$ cat config.mk
export PLATFORM = sky130hd
export DESIGN_NAME = arm_regfile
export DESIGN_NICKNAME = d
export VERILOG_FILES = /design/src/rtl/arm_regfile.sv
export SDC_FILE = /design/constraint.sdc
export NUM_CORES = 2
export LEC_CHECK = 0
export BUFFER_PORTS_ARGS = -buffer_cell sky130_fd_sc_hd__buf_4
export CORE_AREA = 2 2 370 262
export CTS_CLUSTER_SIZE = 14
export DETAILED_ROUTE_END_ITERATION = 12
export DIE_AREA = 0 0 372 264
export PLACE_DENSITY_LB_ADDON = 0.08
export SKIP_LAST_GASP = 1
export SLEW_MARGIN = 40
export SYNTH_ARGS = -nofsm -noshare
export SYNTH_HDL_FRONTEND = slang
export SYNTH_SLANG_ARGS = --single-unit
$ cat constraint.sdc
create_clock -name clk -period 2.9 [get_ports clk]
set_input_delay 0.435 -clock clk [delete_from_list [all_inputs] [get_ports clk]]
set_output_delay 0.435 -clock clk [all_outputs]
set_load 0.02 [all_outputs]
$ cat src/rtl/arm_regfile.sv
//============================================================================
// Module      : arm_regfile
// Description : ARM architectural register file. R0-R14 live in flops and
//               R15 reads return the externally supplied PC+8. Three
//               combinational read ports and one synchronous write port.
//               Optional macro REGFILE_BYPASS_EN adds write-to-read bypass.
// Revision    : 1.0 - initial release
//============================================================================
`default_nettype none

module arm_regfile #(
    parameter int                DATA_W    = 32,
    parameter logic [DATA_W-1:0] RESET_VAL = '0
) (
    input  logic              clk,
    input  logic              reset,
    input  logic              we3,
    input  logic [3:0]        ra1,
    input  logic [3:0]        ra2,
    input  logic [3:0]        ra3,
    input  logic [3:0]        wa3,
    input  logic [DATA_W-1:0] wd3,
    input  logic [DATA_W-1:0] r15,
    output logic [DATA_W-1:0] rd1,
    output logic [DATA_W-1:0] rd2,
    output logic [DATA_W-1:0] rd3
);

    localparam int         c_NUM_REGS = 15;
    localparam logic [3:0] c_PC_ADDR  = 4'hF;

    logic [DATA_W-1:0] regs_q [c_NUM_REGS];
    logic [DATA_W-1:0] regs_d [c_NUM_REGS];
    logic [3:0]        w_ra   [3];
    logic              w_wr_en;

    // A write to address 15 is dropped here; the PC logic owns R15.
    assign w_wr_en = we3 && (wa3 != c_PC_ADDR);

    always_comb begin
        for (int i = 0; i < c_NUM_REGS; i++) begin
            regs_d[i] = regs_q[i];
            if (w_wr_en && (wa3 == 4'(i))) begin
                regs_d[i] = wd3;
            end
        end
    end

    always_ff @(posedge clk) begin
        for (int i = 0; i < c_NUM_REGS; i++) begin
            if (reset) begin
                regs_q[i] <= RESET_VAL;
            end else begin
                regs_q[i] <= regs_d[i];
            end
        end
    end

    assign w_ra[0] = ra1;
    assign w_ra[1] = ra2;
    assign w_ra[2] = ra3;

    generate
        for (genvar p = 0; p < 3; p++) begin : g_rd
            logic [DATA_W-1:0] w_rd;
            always_comb begin
                w_rd = r15;
                for (int i = 0; i < c_NUM_REGS; i++) begin
                    if (w_ra[p] == 4'(i)) begin
                        w_rd = regs_q[i];
                    end
                end
`ifdef REGFILE_BYPASS_EN
                // Forward in-flight write data; address 15 is excluded via w_wr_en.
                if (w_wr_en && !reset && (w_ra[p] == wa3)) begin
                    w_rd = wd3;
                end
`endif
            end
        end
    endgenerate

    assign rd1 = g_rd[0].w_rd;
    assign rd2 = g_rd[1].w_rd;
    assign rd3 = g_rd[2].w_rd;

endmodule

`default_nettype wire

## Yosys cells after proc, flatten, opt, wreduce, memory -nomap -nowiden

Memories as Yosys holds them, arrays and structs flattened.
Cells that the tools add are included.

| cells by class | value |
|---|---|
| eq/ne operators | 57 |
| muxes and demuxes | 78 |
| bitwise logic cells | 15 |
| reduce and logical (&&, ||, !) cells | 20 |

Operator list:

| kind | number |
|---|---|
| 32-bit two-way mux | 75 |
| 4-bit == test, second input constant | 28 |
| 4-bit by 3-bit == test with 1-bit output, second input constant | 16 |
| 4-bit by 2-bit == test with 1-bit output, second input constant | 8 |
| 4-bit by 1-bit == test with 1-bit output, second input constant | 4 |
| 1-bit logical AND | 16 |
| 4-bit logical NOT | 4 |
| 1-bit OR | 15 |
| 4-bit != test, second input constant | 1 |
| 1-bit two-way mux | 3 |

| storage, ports and cells | value |
|---|---|
| register bits | 0 |
| RAM bits | 480 |
| input port bits | 83 |
| output and inout bits | 96 |
| logic and storage cells | 171 |
| memories | 1 |

Memory list:

| memory | depth | bits a word | rd ports | clocked after memory_dff | wr ports | RTL line | RTL |
|---|---|---|---|---|---|---|---|
| regs_q | 15 | 32 | 15 | 0 | 15 | 32 | `logic [DATA_W-1:0] regs_q [c_NUM_REGS];` |

## Logic depth before layout (Yosys ltp)

| depth | value |
|---|---|
| depth in word-level cells | 16 |
| mapped depth | 9 |
| depth with buffers taken out | 5 |

## Least setup slack after synthesis

No wires, ideal clock.

| path | value |
|---|---|
| kind | input to output |
| start point | input port ra2[0] |
| end point | output port rd2[3] |
| arrival | 2.099 ns |
| required time | 2.465 ns |
| slack | 0.366 ns |
| stages on the path | 8 |
| buffers on the path | 4 |
| path through | buf_6 -> buf_12 -> buf_8 -> buf_6 -> mux2i_1 -> a21oi_1 -> nor2_1 -> a2111oi_1 |

| between the ends | value |
|---|---|
| longest elaborated chain between the ends | 16 |
| elaborated cells on any way between the ends | 30 |

Ends and longest elaborated chain:

| what | RTL line | RTL |
|---|---|---|
| from (decl) | 19 | `input logic [3:0] ra2,` |
| 4-bit logical NOT | 69 | `if (w_ra[p] == 4'(i)) begin` |
| 32-bit two-way mux (14 in a row) | 69 |  |
| 32-bit two-way mux (*) | 69 |  |
| to (decl) | 25 | `output logic [DATA_W-1:0] rd2,` |

Mark *: on every way between the ends. The rest lies on a longest branch, timed or not.

==> run_results.csv <==
group,metric,value,unit
sta,whs,0.152,ns
sta,worstMarginPinSlew,0.794,ns
final_layout,final_net_count,4858,
critical_path,critical_path.startpoint,"regs_q[0][121]",
clock_tree,clock_latency_at_the_later_pin_of_the_worst_skew_pair,0.65,ns
clock_tree,clkSinkCount,480,
min_path,hold_crit_class,"in2reg",
sta,setup_violations,9,
sta,fmaxAchievable,336,MHz
clock_tree,ctsRootBufferMaster,"clkbuf_16",
pwr,power_density_of_the_placed_cells,472,nW/um2
min_path,worst_hold_startpoint,"wd3[28]",
floorplanning,ios,179,
placed_design,finalWeightedCongestion,0.989,
synth,synth.yosys.warnings,0,
floorplanning,dieHeight,264,um
synth,post_synthesis_instance_total,4418,
global_routing,first_global_vias,35640,
floorplanning,chipWidth,372,um
routing,wire_per_inst,34.0,um
critical_path,critPathLaunchType,"flop",
final_layout,leading_registers_by_flop_count,"regs_q x480",
floorplanning,die_area,98200,um2
placed_design,place_hpwl,152,mm
sta,hold_viol_final,0,
outcome,violated_checks,"setup timing",
global_routing,grt_max_degree,87,
sta,number_of_max_slew_violations_in_the_final_report,0,
synth,synth.lib_cells_used.distinct,78,
synth,total_of_flip_flops_plus_latches_after_synthesis,480,
global_routing,initial_antenna_violation_count,8,
final_layout,multi_input_area,20700,um2
synth,post_synth.cell_area_avg,7.23,um2
floorplanning,core_area,95000,um2
critical_path,worstPathArrival,2.54,ns
synth,post_synthesis_sequential_area_ratio,30.1,%
routing,antenna_violating_nets_post_route,0,
sta,postLayoutSetupSlackWorst,-0.0786,ns
placed_design,count_of_buffers_inserted_at_the_top_level_ports,178,
global_routing,overflow,0,
final_layout,layout.filler_cells,9884,
synth,syn-cell-area,31900,um2
critical_path,worstReg2RegStart,"regs_q[1][141]",
pwr,max-vdd-ir-drop,484,uV
job,timing.max_cap.violations,0,
pwr,p_total,19.3,mW
clock_tree,number_of_buffers_created_by_cts,55,
synth,postSynthNetCount,4501,
synth,most_common_flop_cell_mapped_by_yosys,"dfxtp_1",
sta,slew_hr,46.9,%
synth,number_of_synthesized_flops_with_an_enable_pin,0,
placed_design,pre_cts_ws,-0.436,ns
final_layout,final_layout_size_suffix_gt1_share,25.3,%
clock_tree,clk_transition_reported_paths,0.06,ns
final_layout,flow.area_growth_from_synthesis,27.8,%
floorplanning,initial_core_utilization,33.6,%
sta,layout_min_cycle_time,2.98,ns
final_layout,most_frequent_cells_in_the_layout,"nand2_1 (1101), a21oi_1 (746), buf_4 (620)",
final_layout,top_register,"regs_q",
routing,wl,207,mm
critical_path,worstSetupEndpointType,"output port",
critical_path,timing.critical_path.fanout_max,4,
final_layout,largest_register_ffs,480,
clock_tree,cts_tree,"yes",
sta,fin_crit_sh,103,%
critical_path,crit_path_kind,"reg2out",
placed_design,placedInstanceArea,38100,um2
outcome,outcome,"complete, but fails checks",
floorplanning,std_cell_rows,95,
final_layout,mostFrequentLayoutCell,"nand2_1",
clock_tree,clockBufferDepth,3,
routing,drc_markers,0,
routing,detail_route.iter0.violations,5239,
routing,drt-pass1-iter-count,7,
sta,fin_worst_skew,0,ns
pwr,static-leakage-power,14.7,nW
critical_path,reg2reg_setup_slack,1.94,ns
final_layout,postLayoutCellArea,40800,um2
critical_path,cp_data_required_time,2.47,ns
synth,synthArstFlopShare,0,%
clock_tree,depth_of_the_cts_h_tree,2,
global_routing,grt_pass1_wl,285,mm
routing,route.vias.total,38638,
routing,detail_route.vias_per_cell,6.35,
sta,rsz0062_at_grt,"true",
final_layout,sequential_cell_area,9680,um2
global_routing,groute.usage.overall,40.6,%
## per-stage QoR
step,util (%),cells,TNS (ns)
final,43.0,6086,-0.252
after global placement,40.1,5979,-4.40
after CTS,42.6,6075,-0.279
after global routing,43.0,6081,-0.358
after floorplan,-,4418,0
after detailed placement,40.1,5979,-3.84
## worst paths after layout
kind / endpoint / cells after the start
max: rd1[25] / 8
min: regs_q[1][156] / 3
max reg2reg: regs_q[1][141] / 3
min reg2reg: regs_q[0][124] / 2
## layout make-up
class | instances | share of cell area [%]
diodes | 8 | 0.0490
clock buffers | 71 | 3.74
clock inverters | 28 | 0.935
inverters | 20 | 0.208
multi-input cells | 3476 | 50.6
flip-flops and latches | 480 | 23.7
well taps | 1261 | 3.87
repair buffers | 742 | 16.9
## cell usage after synthesis (8+ instances only)
library cell | number | area, um2
a211oi_1 | 39 | 293
a21oi_1 | 764 | 3820
a221o_1 | 14 | 140
a221oi_1 | 9 | 78.8
a222oi_1 | 19 | 190
a22o_1 | 12 | 105
a22oi_1 | 64 | 480
a2bb2oi_1 | 20 | 175
a31oi_1 | 21 | 131
a32oi_1 | 8 | 70.1
and2_1 | 9 | 56.3
buf_2 | 149 | 746
buf_4 | 44 | 330
buf_6 | 31 | 349
clkbuf_1 | 207 | 777
dfxtp_1 | 480 | 9610
inv_1 | 16 | 60.1
mux2_2 | 115 | 1290
mux2i_1 | 131 | 1310
mux4_2 | 48 | 1080
nand2_1 | 1102 | 4140
nand2b_1 | 25 | 156
nand3_1 | 27 | 135
nand3b_1 | 9 | 67.6
nor2_1 | 236 | 886
nor2b_1 | 36 | 225
nor3_1 | 8 | 40.0
o2111ai_1 | 11 | 96.3
o211ai_1 | 33 | 248
o21a_1 | 18 | 135
o21ai_0 | 279 | 1400
o21ai_1 | 22 | 110
o221ai_1 | 83 | 727
o22a_1 | 20 | 175
o22ai_1 | 148 | 926
o311a_1 | 11 | 110
o31ai_1 | 11 | 82.6
o32ai_1 | 16 | 140
or2_2 | 12 | 75.1
or3_1 | 14 | 87.6
## power breakdown
| group | switching (mW) | internal [mW] |
|---|---|---|
| Clock | 3.35 | 4.42 |
| Combinational | 3.00 | 1.70 |
| Sequential | 0.122 | 6.67 |
| Total | 6.48 | 12.8 |
## worst max-delay path, cell delays in order (launching register included)
cell and delay, ns:
dfxtp_2 0.33, mux2i_1 0.13, buf_4 0.15, o21ai_2 0.06, a221o_1 0.36, a221oi_2 0.38
o21ai_1 0.15, buf_4 0.19, buf_6 0.13
## metal layers
layer  wire, um  global-route usage (%)  vias to the layer above
met3      20300                    8.58                      585
met4      12500                    20.4                        0
met5          0                       0                        -
li1           -                       -                    16627
met1      84100                    53.7                    18907
met2      90100                    62.4                     2519
## cells by family (layout without fill, tap and decap cells)
family                 Yosys count  after routing  share of synthesized area [%]
AO/OA/AOI/OAI                 1665           1665                           31.5
buffers and inverters          462            861                           7.42
multiplexers                   294            294                           11.5
other                            0              8                              0
AND/OR/NAND/NOR               1517           1517                           19.5
flip-flops                     480            480                           30.1
## repair_timing
item | CTS | global route
gates cloned | 0 | 1
setup buffers | 4 | 6
gates resized for setup | 112 | 90
endpoints found under the setup margin | 56 | 53
hold buffers | 0 | 0
endpoints found under the hold margin | 0 | 0
pin swaps | 47 | 32
Note: power is estimated with default switching activity, not from simulation.
